[src/rtl/pb_field_varint_ser_if.sv]
// Field-in / encoded-bytes-out bundle for pb_field_varint_ser.
// master drives the field; slave (the encoder) returns the encoded results.
interface pb_field_varint_ser_if;
  logic        in_valid;
  logic [63:0] value;
  logic [28:0] field_id;
  logic [4:0]  field_type;
  logic        out_valid;
  logic [79:0] varint_out;
  logic [3:0]  varint_len;
  logic [39:0] header_out;
  logic [2:0]  header_len;
  logic        type_err;

  modport master (
    output in_valid, value, field_id, field_type,
    input  out_valid, varint_out, varint_len, header_out, header_len, type_err
  );

  modport slave (
    input  in_valid, value, field_id, field_type,
    output out_valid, varint_out, varint_len, header_out, header_len, type_err
  );
endinterface

[src/rtl/pb_field_varint_ser.sv]
// Registered protobuf encoder: value varint plus field key varint, 1-cycle latency.
// Optional macro PB_ZIGZAG_EN applies zigzag to sint32 (17) / sint64 (18) values.
module pb_field_varint_ser (
  input  logic                 clk,
  input  logic                 rst_n,
  pb_field_varint_ser_if.slave bus
);

  logic [63:0] operand;
  logic [69:0] v_ext;
  logic [79:0] v_bytes;
  logic [3:0]  v_len;
  logic [2:0]  wire_type;
  logic        bad_type;
  logic [34:0] k_ext;
  logic [39:0] k_bytes;
  logic [2:0]  k_len;

  always_comb begin
    operand = bus.value;
`ifdef PB_ZIGZAG_EN
    if (bus.field_type == 5'd18)
      operand = (bus.value << 1) ^ {64{bus.value[63]}};
    else if (bus.field_type == 5'd17)
      operand = {32'b0, (bus.value[31:0] << 1) ^ {32{bus.value[31]}}};
`endif
  end

  always_comb begin
    wire_type = 3'd0;
    bad_type  = 1'b0;
    case (bus.field_type)
      5'd3, 5'd4, 5'd5, 5'd8, 5'd13, 5'd14, 5'd17, 5'd18: wire_type = 3'd0;
      5'd1, 5'd6, 5'd16:                                  wire_type = 3'd1;
      5'd9, 5'd11, 5'd12:                                 wire_type = 3'd2;
      5'd10:                                              wire_type = 3'd3;
      5'd2, 5'd7, 5'd15:                                  wire_type = 3'd5;
      default:                                            bad_type  = 1'b1;
    endcase
  end

  // Zero-padding to whole 7-bit groups lets the top byte (bit 63 only) share the loop.
  always_comb begin
    v_ext   = {6'b0, operand};
    v_len   = 4'd1;
    v_bytes = '0;
    for (int unsigned k = 0; k < 10; k++)
      if (v_ext[7*k +: 7] != '0) v_len = 4'(k + 1);
    for (int unsigned k = 0; k < 10; k++)
      if (k < 32'(v_len))
        v_bytes[8*k +: 8] = {(k + 1 < 32'(v_len)), v_ext[7*k +: 7]};
  end

  always_comb begin
    k_ext   = {3'b0, bus.field_id, wire_type};
    k_len   = 3'd1;
    k_bytes = '0;
    for (int unsigned k = 0; k < 5; k++)
      if (k_ext[7*k +: 7] != '0) k_len = 3'(k + 1);
    for (int unsigned k = 0; k < 5; k++)
      if (k < 32'(k_len))
        k_bytes[8*k +: 8] = {(k + 1 < 32'(k_len)), k_ext[7*k +: 7]};
    if (bad_type) begin
      k_bytes = '0;
      k_len   = '0;
    end
  end

  always_ff @(posedge clk or negedge rst_n) begin
    if (!rst_n) begin
      bus.out_valid  <= 1'b0;
      bus.varint_out <= '0;
      bus.varint_len <= '0;
      bus.header_out <= '0;
      bus.header_len <= '0;
      bus.type_err   <= 1'b0;
    end else begin
      bus.out_valid <= bus.in_valid;
      if (bus.in_valid) begin
        bus.varint_out <= v_bytes;
        bus.varint_len <= v_len;
        bus.header_out <= k_bytes;
        bus.header_len <= k_len;
        bus.type_err   <= bad_type;
      end
    end
  end

endmodule

[src/flat_wrapper.sv]
// flat-port wrapper written by rule: the top's interface ports become plain ports
module pb_field_varint_ser_flat 
  (clk, rst_n, bus_in_valid, bus_value, bus_field_id, bus_field_type, bus_out_valid, bus_varint_out, bus_varint_len, bus_header_out, bus_header_len, bus_type_err);
  pb_field_varint_ser_if bus_i ();
  input  logic clk;
  input  logic rst_n;
  input wire logic [$bits(bus_i.in_valid)-1:0] bus_in_valid;
  input wire logic [$bits(bus_i.value)-1:0] bus_value;
  input wire logic [$bits(bus_i.field_id)-1:0] bus_field_id;
  input wire logic [$bits(bus_i.field_type)-1:0] bus_field_type;
  output wire logic [$bits(bus_i.out_valid)-1:0] bus_out_valid;
  output wire logic [$bits(bus_i.varint_out)-1:0] bus_varint_out;
  output wire logic [$bits(bus_i.varint_len)-1:0] bus_varint_len;
  output wire logic [$bits(bus_i.header_out)-1:0] bus_header_out;
  output wire logic [$bits(bus_i.header_len)-1:0] bus_header_len;
  output wire logic [$bits(bus_i.type_err)-1:0] bus_type_err;
  assign bus_i.in_valid = bus_in_valid;
  assign bus_i.value = bus_value;
  assign bus_i.field_id = bus_field_id;
  assign bus_i.field_type = bus_field_type;
  assign bus_out_valid = bus_i.out_valid;
  assign bus_varint_out = bus_i.varint_out;
  assign bus_varint_len = bus_i.varint_len;
  assign bus_header_out = bus_i.header_out;
  assign bus_header_len = bus_i.header_len;
  assign bus_type_err = bus_i.type_err;
  pb_field_varint_ser u_core (.clk(clk), .rst_n(rst_n), .bus(bus_i));
endmodule
[config.mk]
export PLATFORM = sky130hd
export DESIGN_NAME = pb_field_varint_ser_flat
export DESIGN_NICKNAME = d
export VERILOG_FILES = /design/src/rtl/pb_field_varint_ser_if.sv /design/src/rtl/pb_field_varint_ser.sv /design/src/flat_wrapper.sv
export SDC_FILE = /design/constraint.sdc
export NUM_CORES = 1
export LEC_CHECK = 0
export CORE_MARGIN = 4
export CORE_UTILIZATION = 41
export CTS_CLUSTER_SIZE = 30
export DETAILED_ROUTE_END_ITERATION = 8
export GPL_ROUTABILITY_DRIVEN = 0
export GPL_TIMING_DRIVEN = 0
export PLACE_DENSITY = 0.8
export SETUP_SLACK_MARGIN = 0.2
export SLEW_MARGIN = 40
export SYNTH_ARGS = -nofsm -noshare
export SYNTH_HDL_FRONTEND = slang
export SYNTH_SLANG_ARGS = --single-unit
[constraint.sdc]
create_clock -name clk -period 0.9 [get_ports clk]
set_input_delay 0.18 -clock clk [delete_from_list [all_inputs] [get_ports clk]]
set_output_delay 0.18 -clock clk [all_outputs]
set_load 0.01 [all_outputs]
# --- Yosys cells after proc, flatten, opt, wreduce, memory -nomap -nowiden ---
# Index checks and enable logic that the tools add are counted.
totals:
  reg_bits: 129
  latchBits: 0
  mem_bits_rw: 0
  rom_bits: 0
  n_memories: 0
op_classes:
  addsub: 0
  n_mul: 0
  div_mod_pow: 0
  order_cmp: 17
  n_eq_ne: 18
  n_shift: 0
  n_mux: 32
  bitwise_logic: 0
  n_reduce_logical: 16
op_table:
  columns: ["op", "n"]
  rows:
  - ["8-bit two-way mux", 15]
  - ["7-bit nonzero test", 11]
  - ["5-bit by 4-bit equality test with 1-bit output, second input constant", 8]
  - ["40-bit two-way mux", 1]
  - ["3-bit two-way mux", 7]
  - ["5-bit by 3-bit equality test with 1-bit output, second input constant", 4]
  - ["18-bit OR reduction", 1]
  - ["3-bit by 4-bit less-than comparator with 1-bit output, first input constant", 4]
  - ["5-bit equality test, second input constant", 3]
  - ["4-bit less-than comparator, first input constant", 3]
  - ["4-bit two-way mux", 3]
  - ["3-bit case mux with 4 select lines", 1]
  - ["5-bit by 2-bit equality test with 1-bit output, second input constant", 2]
  - ["3-bit OR reduction", 3]
  - ["1-bit by 4-bit less-than comparator with 1-bit output, first input constant", 2]
  - ["2-bit by 4-bit less-than comparator with 1-bit output, first input constant", 2]
  - ["2-bit two-way mux", 4]
  - ["1-bit by 3-bit less-than comparator with 1-bit output, first input constant", 2]
  - ["2-bit by 3-bit less-than comparator with 1-bit output, first input constant", 2]
  - ["3-bit less-than comparator, first input constant", 2]
  - ["5-bit by 1-bit equality test with 1-bit output, second input constant", 1]
  - ["4-bit nonzero test", 1]
  - ["1-bit two-way mux", 1]

# --- Logic depth before layout (Yosys ltp) ---
# Gate-level depths: netlist (run 1).
depth:
  ltp_word: 12
  ltp_mapped: 6
  ltp_nobuf: 5

# --- Least setup slack after synthesis (run 1) ---
# OpenSTA, ideal clock, no wires.
synth_timing:
  kind: "input -> register"
  start: "in bus_value[59]"
  end: "reg u_core.bus.varint_out[29]"
  setup_time_ps: 122
  arrival_time_ps: 1983
  path_slack_ps: -1204
  stages: 6
  path_cell_list: "or4_4 or4_4 or4_4 nand2_4 buf_6 o2bb2ai_1"
synth_via:
  elab_chain_cells: 5
synth_lines:
  columns: ["item", "line", "text"]
  rows:
  - ["start, declared", "flat_wrapper.sv:8", "input wire logic [$bits(bus_i.value)-1:0] bus_value;"]
  - ["7-bit nonzero test", "pb_field_varint_ser.sv:48", "if (v_ext[7*k +: 7] != '0) v_len = 4'(k + 1);"]
  - ["4-bit two-way mux (2 in series)", "pb_field_varint_ser.sv:48", null]
  - ["2-bit by 4-bit less-than comparator with 1-bit output", "pb_field_varint_ser.sv:50", "if (k < 32'(v_len))"]
  - ["8-bit two-way mux", "pb_field_varint_ser.sv:50", null]
  - ["end signal, assigned", "pb_field_varint_ser.sv:80", "bus.varint_out <= v_bytes;"]
  - ["end, declared", "pb_field_varint_ser_if.sv:22", "output out_valid, varint_out, varint_len, header_out, header_len, type_err"]
# Every way passes these cells.
# A chain may end at the register's enable or synchronous reset.

# --- Worst setup path after layout (run 1) ---
layout_timing:
  start: "in bus_value[58]"
  end: "reg u_core.bus.varint_out[15]"
layout_via:
  elab_chain_cells: 5
layout_lines:
  columns: ["item", "line"]
  rows:
  - ["7-bit nonzero test *", "pb_field_varint_ser.sv:48"]
  - ["4-bit two-way mux * (2 in series)", "pb_field_varint_ser.sv:48"]
  - ["2-bit by 4-bit less-than comparator with 1-bit output or 1-bit by 4-bit less-than comparator with 1-bit output (tied branches)", "pb_field_varint_ser.sv:51, pb_field_varint_ser.sv:50"]
  - ["8-bit two-way mux *", "pb_field_varint_ser.sv:50"]
# Mark *: on every way between the ends. The rest lies on a longest branch, timed or not.

==> results.txt, run 1 <==
----------------------------------------------------
[Setup path]
  Worst path required time ... 1.18 ns
  Worst path top cell family by delay ... simple AND/OR/NAND/NOR gates
  Critical path arrival ... roughly 2.1 ns
  Critical-path cell with the highest stage delay ... sky130_fd_sc_hd__or4_4
  Delay of the slowest cell on the worst path ... ~0.54 ns
  Worst-path fanout max ... 3
  Kind of end point of the critical path ... flop
  Register-to-register setup slack ... -0.18 ns
  Buffers plus inverters on the worst setup path ... 3
  Setup crit start kind ... input port
  Critical path start-end classification ... input port to flop
  Launching instance or port of the critical path ... bus_value[58]
  FF-to-FF Start ... u_core.bus.header_out[31]$_DFFE_PN0P_
  CP Cell Sequence ... buf_6 > or4_4 > or4_4 > buf_4 > buf_6 > nor2_4 > nand2_2 > o311ai_1
  Critical Path End ... u_core.bus.varint_out[15]$_DFFE_PN0P_
  Path length in cells of the critical path ... 8
  Cell count of the worst reg-to-reg path ... 3
  Critical register-to-register path endpoint ... u_core.bus.header_out[31]$_DFFE_PN0P_

[Route]
  Remaining routing DRC violations ... 0
  Avg WL per Cell ... about 26 um
  Number of design-rule violations left by the first detailed-router iteration ... 477
  Detailed-route wire length ... ~24,000 um
  Vias per inst ... around 5.8
  Via Count ... between 5,000 and 6,000
  Number of search-and-repair iterations in the first detailed-routing pass ... 6
  Detail Route Antenna Nets ... 0

[STA]
  Max_slew headroom ... 0.448
  Setup ws final ... -0.958 ns
  Post-layout minimum cycle time ... 1.86 ns
  Top achievable clock speed ... between 500 and 600 MHz
  Final-layout worst hold slack ... -0.321 ns
  Number of max-slew violations in the final report ... 0
  Fraction of the cycle the final worst path needs ... 2.06
  RSZ-0062 raised after global routing ... true
  Worst Tran Pin Value ... around 0.83 ns
  Worst clock skew ... 0 ns
  Final setup vio count ... roughly 190
  Total Neg Setup Slack ... -59.35 ns
  Endpoints failing hold ... 61

[Floorplan]
  Starting density of the core ... 0.422
  Vertical die dimension ... 117 um
  Row cnt ... 39
  Top-Level Pins ... 230
  Core Area ... around 12,000 sq um
  Die ar. ... between 10,000 and 15,000 sq um
  Die outline width ... between 100 and 150 um

[Yosys]
  Proportion of netlist area held by the largest area contributor ... 0.618
  Most used flip-flop cell after synthesis ... sky130_fd_sc_hd__dfrtp_1
  Number of flops mapped to enable cells by yosys ... 0
  Post-synthesis cell count ... between 300 and 400
  Total standard cell area after synthesis ... ~5000 sq um
  Post-synthesis area per instance ... roughly 13 sq um
  Count of unique library cells instantiated by Yosys ... 46
  Cell types with the largest area share after synthesis ... sky130_fd_sc_hd__dfrtp_1, sky130_fd_sc_hd__mux2_2, sky130_fd_sc_hd__a22o_1, sky130_fd_sc_hd__o2bb2ai_1, sky130_fd_sc_hd__inv_1
  Cell type with the highest aggregate area in the netlist ... sky130_fd_sc_hd__dfrtp_1
  Fraction of registers with async set/reset ... 1.00
  Sequential share of the synthesized area ... 0.618
  Synth Register Bits ... 120
  Warning count from the yosys run ... 0

[Placed design]
  Count of port buffers added during placement ... ~220
  Cell count after placement ... ~740
  Dpl hpwl ... between 10,000 and 15,000 um

[Final layout]
  Fin cells ... slightly above 900
  Filler instances ... 500
  Fraction of layout instances using a drive strength above 1 ... 0.594
  Final core occ ... 0.844
  Area taken by flip-flops and latches ... 3000 sq um
  Area of the multi-input gates ... 2180 sq um
  Area growth from synthesis to layout ... 100%
  Leading cell types in the layout, fill and taps excluded ... sky130_fd_sc_hd__dfrtp_1, sky130_fd_sc_hd__buf_4, sky130_fd_sc_hd__buf_6
  Most frequent standard cell in the layout excluding fill and tap cells ... sky130_fd_sc_hd__dfrtp_1
  # nets final ... roughly 850

[Clocking]
  Number of clock sinks ... 120
  Clock latency of the later-clocked register in the worst-skew pair ... about 0.43 ns
  Buffer levels on the longest clock path ... 2
  Clock transition at path regs ... approximately 0.060 ns
  H-tree lvl count ... 4
  CTS tree ... yes
  Inserted Clock Buffers ... 17
  CTS root buffer ... sky130_fd_sc_hd__clkbuf_16
  Post-cts hold buffer count ... 1

[Status]
  Violated checks ... negative hold slack, negative setup slack
  Outcome ... finished with violations

[Pwr]
  Cell-internal power ... around 13 mW
  Power density over cell area ... 1840 nW/um^2
  Share of power burned in combinational logic ... 0.207
  Leakage ... 4.77 nW
  Net switching power of the design ... around 4.6 mW
  Sequential share of power ... 0.349
  Switch share ... 0.257
  Clock share of power ... 0.444
  Worst voltage drop across the vdd grid ... around 1.8 mV

[Job]
  Max cap viols ... 0

[GRT]
  Via count of the first global-routing pass ... 5,186
  Sum of overflow across all layers after global routing ... 0
  Number of antenna violations at the first check in global routing ... 2
  All-Layer GR Usage ... 0.277
  Wire length of the first global-routing pass ... approximately 28,000 um
  Largest net degree at the start of global routing ... between 60 and 70

[Worst hold path]
  Hold WC Path Type ... input port to async pin

----------------------------------------------------
-- metal layers --
metal	share of wire	routed length, um	global-route usage
met1	0.34	8170	0.297
met2	0.51	12000	0.482
met3	0.095	2260	0.0925
met4	0.053	1270	0.147
met5	0.00067	16	0
-- logic make-up after synthesis --
logic type                Yosys count  synth area share
and+or+nand+nor                    70            0.0830
DFF                               120             0.618
muxes                              45             0.104
AOI/OAI and AO/OA                  87             0.146
buffers and inverters              48            0.0459
other                               1          0.000772
xor gates and xnor gates            1           0.00180
-- state kept, by name (all words and copies together) (netlist names) --
| signal | cells |
|---|---|
| u_core.bus.type_err | 1 |
| u_core.bus.header_out | 37 |
| u_core.bus.varint_out | 74 |
| u_core.bus.varint_len | 4 |
| u_core.bus.header_len | 3 |
| u_core.bus.out_valid | 1 |
-- area by class of cell --
cell class	instances	area share
clock buffers	20	0.0470
well taps	143	0.0184
plain buffers	28	0.0335
diodes	1	0.000258
repair buffers	352	0.337
flip-flops and latches	120	0.309
clock inverters	12	0.0227
inverters	20	0.00773
multi-input cells	212	0.224
-- metrics by stage --
step                      instance area, sq um  worst slack, ns  power [mW]  hold WS (ns)
after floorplan                           5050            -1.07        7.18        -0.116
after global placement                    7420            -4.87        8.93         0.463
after detailed placement                  7450            -1.83        9.01         0.140
after CTS                                 8890            -1.01        17.0        -0.299
after global routing                      9720            -1.04        18.4        -0.291
final                                     9720           -0.958        17.9        -0.321
-- synth_stat cells (2+ instances only) --
| master | instances |
|---|---|
| sky130_fd_sc_hd__nand3_1 | 3 |
| sky130_fd_sc_hd__buf_1 | 5 |
| sky130_fd_sc_hd__a211oi_1 | 2 |
| sky130_fd_sc_hd__nand4_1 | 3 |
| sky130_fd_sc_hd__a21o_1 | 2 |
| sky130_fd_sc_hd__clkbuf_1 | 12 |
| sky130_fd_sc_hd__o2bb2ai_1 | 19 |
| sky130_fd_sc_hd__dfrtp_1 | 120 |
| sky130_fd_sc_hd__o21ai_0 | 6 |
| sky130_fd_sc_hd__nor2b_1 | 3 |
| sky130_fd_sc_hd__o31a_2 | 2 |
| sky130_fd_sc_hd__or4_4 | 3 |
| sky130_fd_sc_hd__a31oi_1 | 3 |
| sky130_fd_sc_hd__buf_4 | 9 |
| sky130_fd_sc_hd__o21a_1 | 2 |
| sky130_fd_sc_hd__a22o_1 | 36 |
| sky130_fd_sc_hd__nand3b_1 | 3 |
| sky130_fd_sc_hd__nor3_1 | 10 |
| sky130_fd_sc_hd__or4_1 | 6 |
| sky130_fd_sc_hd__mux2_2 | 44 |
| sky130_fd_sc_hd__o211ai_1 | 3 |
| sky130_fd_sc_hd__inv_1 | 19 |
| sky130_fd_sc_hd__nor2_1 | 10 |
| sky130_fd_sc_hd__a21oi_1 | 4 |
| sky130_fd_sc_hd__nor4_1 | 8 |
| sky130_fd_sc_hd__or3_1 | 3 |
| sky130_fd_sc_hd__nand2_1 | 13 |
-- repair_timing --
item                                    in CTS  in global routing
pin swaps                                   40                 54
buffers inserted                            72                 50
resized for setup                          725                120
gates cloned                                 9                  0
endpoints found under the setup margin     239                239
endpoints found under the hold margin       66                 65
-- power groups by stage --
stage	combinational, mW	sequential [mW]	clock (mW)
after floorplan	0.757	6.43	0
after global routing	3.87	6.27	8.26
after CTS	3.05	6.14	7.86
after detailed placement	2.79	6.22	0
final	3.70	6.23	7.94
after global placement	2.73	6.20	0
-- worst min path at each step --
stage | startpoint | to | slack, ns
floorplan | rst_n | u_core.bus.header_len[0]$_DFFE_PN0P_ | -0.12
global placement | u_core.bus.varint_len[3]$_DFFE_PN0P_ | u_core.bus.varint_len[3]$_DFFE_PN0P_ | 0.46
detailed placement | rst_n | u_core.bus.header_out[2]$_DFFE_PN0P_ | 0.14
CTS | rst_n | u_core.bus.header_out[2]$_DFFE_PN0P_ | -0.30
global route | rst_n | u_core.bus.header_out[35]$_DFFE_PN0P_ | -0.29
finish | rst_n | u_core.bus.header_out[2]$_DFFE_PN0P_ | -0.32
No activity file was read; power rests on OpenSTA's default activity.
==> run 2, diff against run 1 <==
--- a/config.mk
+++ b/config.mk
@@ -5,13 +5,14 @@
 export SDC_FILE = /design/constraint.sdc
 export NUM_CORES = 1
 export LEC_CHECK = 0
+export ABC_AREA = 1
 export CORE_MARGIN = 4
-export CORE_UTILIZATION = 41
+export CORE_UTILIZATION = 42
 export CTS_CLUSTER_SIZE = 30
 export DETAILED_ROUTE_END_ITERATION = 8
 export GPL_ROUTABILITY_DRIVEN = 0
 export GPL_TIMING_DRIVEN = 0
-export PLACE_DENSITY = 0.8
+export PLACE_DENSITY = 0.81
 export SETUP_SLACK_MARGIN = 0.2
 export SLEW_MARGIN = 40
 export SYNTH_ARGS = -nofsm -noshare
==> results.txt, run 2 <==
----------------------------------------------------
[Final layout]
  Largest register by flop count ... u_core.bus.varint_out
  Leading cell types in the layout, fill and taps excluded ... sky130_fd_sc_hd__nand2_1, sky130_fd_sc_hd__buf_6, sky130_fd_sc_hd__dfrtp_1
  Fraction of layout instances using a drive strength above 1 ... 0.573
  Most frequent standard cell in the layout excluding fill and tap cells ... sky130_fd_sc_hd__nand2_1
  Regs by FF count ... u_core.bus.varint_out x74, u_core.bus.header_out x37, u_core.bus.varint_len x4
  Max reg flops ... 74
  Diode insertion count for antenna repair ... 0
  Final standard cell area without fillers ... about 10,000 sq um
  # nets final ... ~1,100
  Area growth from synthesis to layout ... 103%

[STA]
  Setup ws final ... -0.289 ns
  Worst Tran Pin Value ... slightly above 0.5 ns
  Fraction of the cycle the final worst path needs ... 1.32
  Endpoints failing hold ... 63
  Worst clock skew ... 0 ns
  Top achievable clock speed ... between 800 and 900 MHz
  RSZ-0062 raised after global routing ... true
  Number of max-slew violations in the final report ... 0
  Final setup vio count ... about 170
  Max_slew headroom ... 0.657
  Post-layout minimum cycle time ... between 1 and 1.5 ns
  Final-layout worst hold slack ... -0.270 ns

[GRT]
  Wire length of the first global-routing pass ... roughly 32,000 um
  Largest net degree at the start of global routing ... between 60 and 70
  Via count of the first global-routing pass ... 6,073
  All-Layer GR Usage ... 0.288
  Sum of overflow across all layers after global routing ... 0
  Number of antenna violations at the first check in global routing ... 0

[Pwr]
  Leakage ... 5.35 nW
  Worst voltage drop across the vdd grid ... ~1.1 mV
  Power density over cell area ... 1730 nW/um^2

[Clocking]
  H-tree lvl count ... 4
  Number of clock sinks ... 120
  Buffer levels on the longest clock path ... 2
  CTS tree ... yes
  Inserted Clock Buffers ... 17
  Clock latency of the later-clocked register in the worst-skew pair ... roughly 0.40 ns
  Clock transition at path regs ... around 0.06 ns
  CTS root buffer ... sky130_fd_sc_hd__clkbuf_16

[Placed design]
  Dpl hpwl ... 13,000 um
  DP Worst Slack ... -1.26 ns
  Placed instance area ... just under 8000 sq um
  Count of port buffers added during placement ... 220

[Setup path]
  Critical-path cell with the highest stage delay ... sky130_fd_sc_hd__dfrtp_1
  Kind of end point of the critical path ... output pin
  Setup crit start kind ... flop
  Delay of the slowest cell on the worst path ... approximately 0.45 ns
  CP Cell Sequence ... buf_6
  Critical path arrival ... a little over 1 ns
  Worst path top cell family by delay ... flip-flops
  Worst-path fanout max ... 2
  Worst path required time ... between 0.7 and 0.8 ns
  Critical path start-end classification ... flop to output pin
  Buffers plus inverters on the worst setup path ... 1

[Yosys]
  Count of unique library cells instantiated by Yosys ... 27
  Post-synthesis area per instance ... about 8.5 sq um
  Cell types with the largest area share after synthesis ... sky130_fd_sc_hd__dfrtp_1, sky130_fd_sc_hd__nand2_1, sky130_fd_sc_hd__inv_1, sky130_fd_sc_hd__o21ai_0, sky130_fd_sc_hd__nand3_1
  Cell with the most instances after synthesis ... sky130_fd_sc_hd__nand2_1
  Total standard cell area after synthesis ... approximately 5000 sq um
  Synth Register Bits ... 120
  Proportion of netlist area held by the largest area contributor ... 0.598
  Cell type with the highest aggregate area in the netlist ... sky130_fd_sc_hd__dfrtp_1
  Most used flip-flop cell after synthesis ... sky130_fd_sc_hd__dfrtp_1
  Fraction of registers with async set/reset ... 1.00
  Sequential share of the synthesized area ... 0.598
  Post-synth top cells ... sky130_fd_sc_hd__nand2_1, sky130_fd_sc_hd__dfrtp_1, sky130_fd_sc_hd__inv_1
  Post-synthesis cell count ... about 600
  Number of flops mapped to enable cells by yosys ... 0
  Warning count from the yosys run ... 0

[Route]
  Vias per inst ... 5.35
  Metal3 WL ... between 2000 and 2500 um
  DR top layer ... met4
  Sum of met2 wire segment lengths after detailed routing ... ~12,000 um
  Remaining routing DRC violations ... 0
  Detailed-route wire length ... approximately 24,000 um
  Detail Route Antenna Nets ... 0
  Avg WL per Cell ... ~21 um
  Number of design-rule violations left by the first detailed-router iteration ... 551
  Via Count ... between 6,000 and 7,000
  Number of search-and-repair iterations in the first detailed-routing pass ... 8
  M1 WL ... around 8500 um

[Floorplan]
  Starting density of the core ... 0.434
  Top-Level Pins ... 230
  Die outline width ... about 120 um
  Die ar. ... between 10,000 and 15,000 sq um
  Row cnt ... 39
  Core Area ... ~12,000 sq um
  Vertical die dimension ... 117 um

[Status]
  Violated checks ... negative hold slack, negative setup slack
  Outcome ... finished with violations

[Job]
  Max cap viols ... 0

[Worst hold path]
  Hold WC Path Type ... input port to async pin

----------------------------------------------------
## run 2: cell count changes in the layout (fill, tap and decap cells not counted), sizes merged, moves of 22 or more
cell,delta
o21ai,+27
inv,+23
clkdlybuf4s50,-27
buf,+43
nand2,+262
a22o,-26
clkbuf,+26
mux2,-44
nor2,+22
## run 2: kinds of logic after synthesis
group / Yosys count / synth area share
AO/OA/AOI/OAI: 49 / 0.0590
buffers and inverters: 77 / 0.0660
flip-flops: 120 / 0.598
other: 1 / 0.000746
AND/OR/NAND/NOR: 347 / 0.276
## run 2: power breakdown
part	switching, mW	leakage, nW	internal, mW	total, mW
Combinational	2.03	3.58	2.26	4.29
Sequential	0.405	1.48	5.89	6.30
Clock	2.48	0.289	4.55	7.03
Total	4.91	5.35	12.7	17.6
## run 2: metal layers
| metal | GRT usage | vias up |
|---|---|---|
| li1 | - | 2665 |
| met1 | 0.330 | 3042 |
| met2 | 0.500 | 397 |
| met3 | 0.0919 | 108 |
| met4 | 0.119 | 0 |
| met5 | 0 | - |
## run 2: per-stage QoR
stage / instances / total power [mW] / hold slack [ns] / setup TNS [ns] / utilization
2_1_floorplan: 602 / 7.32 / -0.116 / -11.24 / -
3_3_place_gp: 965 / 9.20 / 0.454 / -709.43 / 0.671
3_5_place_dp: 966 / 9.31 / 0.155 / -127.77 / 0.674
4_1_cts: 1100 / 16.5 / -0.266 / -33.97 / 0.788
5_1_grt: 1161 / 18.2 / -0.248 / -41.21 / 0.880
6_report: 1161 / 17.6 / -0.270 / -36.61 / 0.880
## run 2: area by class of cell
cell class,count,area [sq um]
multi-input combinational,405,2470
clock buffer,23,478
tap,143,179
buffer,32,323
fill,525,1390
clock inverter,8,120
timing repair buffer,385,3380
inverter,45,216
sequential,120,3000
## run 2: final timing paths
path | slack (ns) | end | startpoint | cells after the start
min in group clk | 0.01 | u_core.bus.varint_out[37]$_DFFE_PN0P_ | bus_value[33] | 3
worst min-delay path | -0.27 | u_core.bus.varint_out[69]$_DFFE_PN0P_ | rst_n | 1
worst max register to register | -0.08 | u_core.bus.header_out[6]$_DFFE_PN0P_ | u_core.bus.header_out[6]$_DFFE_PN0P_ | 3
max in group asynchronous | 0.50 | u_core.bus.header_out[34]$_DFFE_PN0P_ | rst_n | 2
worst max-delay path | -0.29 | bus_varint_out[21] | u_core.bus.varint_out[21]$_DFFE_PN0P_ | 1
worst min register to register | 0.48 | u_core.bus.varint_out[4]$_DFFE_PN0P_ | u_core.bus.varint_out[4]$_DFFE_PN0P_ | 2
## run 2: what timing repair did
| item | in CTS | in global routing |
|---|---|---|
| hold endpoints to repair | 70 | 67 |
| hold buffers | 7 | 4 |
| setup buffers | 95 | 57 |
| gates resized for setup | 899 | 248 |
| gates cloned | 1 | 0 |
| setup endpoints to repair | 239 | 217 |
| pin swaps | 94 | 88 |
==> run 3, diff against run 2 <==
--- a/config.mk
+++ b/config.mk
@@ -10,7 +10,6 @@
 export CORE_UTILIZATION = 42
 export CTS_CLUSTER_SIZE = 30
 export DETAILED_ROUTE_END_ITERATION = 8
-export GPL_ROUTABILITY_DRIVEN = 0
 export GPL_TIMING_DRIVEN = 0
 export PLACE_DENSITY = 0.81
 export SETUP_SLACK_MARGIN = 0.2
@@ -18,3 +17,4 @@
 export SYNTH_ARGS = -nofsm -noshare
 export SYNTH_HDL_FRONTEND = slang
 export SYNTH_SLANG_ARGS = --single-unit
+export TNS_END_PERCENT = 30
==> results.txt, run 3 (same netlist as run 2, synthesis figures left out) <==
----------------------------------------------------
[Job]
  Max cap viols ... 0

[STA]
  RSZ-0062 raised after global routing ... true
  Worst Tran Pin Value ... around 0.7 ns
  Top achievable clock speed ... 789 MHz
  Post-layout minimum cycle time ... approximately 1.3 ns
  Number of max-slew violations in the final report ... 0
  Final setup vio count ... ~170
  Endpoints failing hold ... 63
  Worst clock skew ... 0 ns
  Total Neg Setup Slack ... -37.88 ns
  Setup ws final ... -0.367 ns
  Final-layout worst hold slack ... -0.317 ns
  Max_slew headroom ... 0.543
  Fraction of the cycle the final worst path needs ... 1.41

[Clocking]
  H-tree lvl count ... 4
  Clock transition at path regs ... ~0.06 ns
  Buffer levels on the longest clock path ... 2
  Clock latency of the later-clocked register in the worst-skew pair ... approximately 0.42 ns
  CTS tree ... yes
  Number of clock sinks ... 120
  Inserted Clock Buffers ... 17
  CTS root buffer ... sky130_fd_sc_hd__clkbuf_16

[Route]
  Via Count ... 5,551
  Vias per inst ... roughly 5
  Avg WL per Cell ... 18.7 um
  Remaining routing DRC violations ... 0
  Number of design-rule violations left by the first detailed-router iteration ... roughly 470
  Detailed-route wire length ... 20,300 um
  Number of search-and-repair iterations in the first detailed-routing pass ... 5
  Detail Route Antenna Nets ... 0

[Floorplan]
  Vertical die dimension ... roughly 120 um
  Top-Level Pins ... 230
  Row cnt ... 39
  Die outline width ... 117 um
  Starting density of the core ... 0.434
  Core Area ... approximately 12,000 sq um
  Die ar. ... roughly 14,000 sq um

[Pwr]
  Total design power ... between 15 and 20 mW
  Cell-internal power ... between 10 and 15 mW
  Clock share of power ... 0.445
  Worst voltage drop across the vdd grid ... about 1.3 mV
  Sequential share of power ... 0.360
  Leakage ... roughly 4.8 nW
  Power density over cell area ... around 1900 nW/um^2
  Switch share ... 0.261
  Net switching power of the design ... approximately 4.5 mW
  Share of power burned in combinational logic ... 0.195

[Final layout]
  Largest register by flop count ... u_core.bus.varint_out
  Diode insertion count for antenna repair ... 0
  Area growth from synthesis to layout ... 81.9%
  Fraction of layout instances using a drive strength above 1 ... 0.473
  # nets final ... just over 1,000
  Final core occ ... 0.790
  Regs by FF count ... u_core.bus.varint_out x74, u_core.bus.header_out x37, u_core.bus.varint_len x4
  Most frequent standard cell in the layout excluding fill and tap cells ... sky130_fd_sc_hd__nand2_1
  Max reg flops ... between 70 and 80
  Leading cell types in the layout, fill and taps excluded ... sky130_fd_sc_hd__nand2_1, sky130_fd_sc_hd__dfrtp_1, sky130_fd_sc_hd__buf_6
  Filler instances ... between 700 and 800
  Fin cells ... 1,086

[Placed design]
  Cell count after placement ... 966
  Placer congestion estimate ... approximately 0.87
  Dpl hpwl ... roughly 12,000 um
  Count of port buffers added during placement ... 220
  DP Worst Slack ... -1.25 ns

[GRT]
  Sum of overflow across all layers after global routing ... 0
  Wire length of the first global-routing pass ... 30,500 um
  Largest net degree at the start of global routing ... 63
  Number of antenna violations at the first check in global routing ... 0
  Via count of the first global-routing pass ... approximately 5,700
  All-Layer GR Usage ... 0.280

[Setup path]
  Worst-path fanout max ... 6
  FF-to-FF Start ... u_core.bus.varint_out[14]$_DFFE_PN0P_
  Worst path required time ... roughly 1.2 ns
  Critical path arrival ... 1.57 ns
  Launching instance or port of the critical path ... bus_field_type[2]
  Setup crit start kind ... input port
  Kind of end point of the critical path ... flop
  Critical path start-end classification ... input port to flop

[Status]
  Violated checks ... negative hold slack, negative setup slack
  Outcome ... finished with violations

[Worst hold path]
  Hold WC Path Type ... input port to async pin

----------------------------------------------------
-- run 3: layout make-up --
cell class,instances,area (sq um),share of cell area
clock inverter,13,225,0.0247
timing repair buffer,309,2580,0.283
buffer,32,243,0.0266
multi-input combinational,405,2250,0.246
sequential,120,3000,0.329
tap,143,179,0.0196
inverter,45,214,0.0234
clock buffer,19,443,0.0485
-- run 3: stage by stage --
stage / instance area (sq um) / hold slack, ns
floorplan: 5190 / -0.116
global placement: 7580 / 0.454
detailed placement: 7610 / 0.141
CTS: 8530 / -0.301
global route: 9140 / -0.286
finish: 9140 / -0.317
-- run 3: repair_timing --
| action | in CTS | in global routing |
|---|---|---|
| gates cloned | 1 | 0 |
| buffers inserted | 40 | 34 |
| pin swaps | 75 | 82 |
| gates resized for setup | 801 | 211 |
| setup endpoints to repair | 239 | 211 |
| hold buffers | 3 | 10 |
| endpoints found under the hold margin | 64 | 71 |
-- run 3: metal layers --
metal | vias to the layer above | track usage | share of wire
met3 | 72 | 0.0828 | 0.074
li1 | 2517 | - | -
met4 | 0 | 0.152 | 0.044
met5 | - | 0 | 0
met1 | 2689 | 0.314 | 0.36
met2 | 273 | 0.479 | 0.52
-- run 3: worst paths after layout --
path	end	slack, ns	cells past startpoint
setup reg to reg	u_core.bus.varint_out[14]$_DFFE_PN0P_	0	4
hold / removal	u_core.bus.header_out[6]$_DFFE_PN0P_	-0.32	1
setup / recovery	u_core.bus.header_out[4]$_DFFE_PN0P_	-0.37	11
max in group asynchronous	u_core.bus.varint_out[46]$_DFFE_PN0P_	0.55	2
min in group clk	u_core.bus.varint_out[58]$_DFFE_PN0P_	-0.01	3
hold reg to reg	u_core.bus.varint_out[6]$_DFFE_PN0P_	0.47	2
-- run 3: power by group through the flow --
stage / logic (mW) / registers [mW] / clock network, mW
6_report: 3.38 / 6.23 / 7.72
3_3_place_gp: 2.84 / 6.23 / 0
4_1_cts: 2.88 / 6.19 / 7.72
5_1_grt: 3.62 / 6.28 / 8.08
2_1_floorplan: 0.755 / 6.47 / 0
3_5_place_dp: 2.93 / 6.25 / 0
-- run 3: worst max-delay path: stages --
cell                       delay (ns)
sky130_fd_sc_hd__buf_12          0.11
sky130_fd_sc_hd__o21ai_4         0.15
sky130_fd_sc_hd__nand3b_1        0.16
sky130_fd_sc_hd__nand2_1         0.11
sky130_fd_sc_hd__nor2_2          0.13
sky130_fd_sc_hd__nand2_2         0.07
sky130_fd_sc_hd__nor2_4          0.13
sky130_fd_sc_hd__nor2_4          0.05
sky130_fd_sc_hd__buf_12          0.14
sky130_fd_sc_hd__buf_6           0.12
sky130_fd_sc_hd__a22o_1          0.21
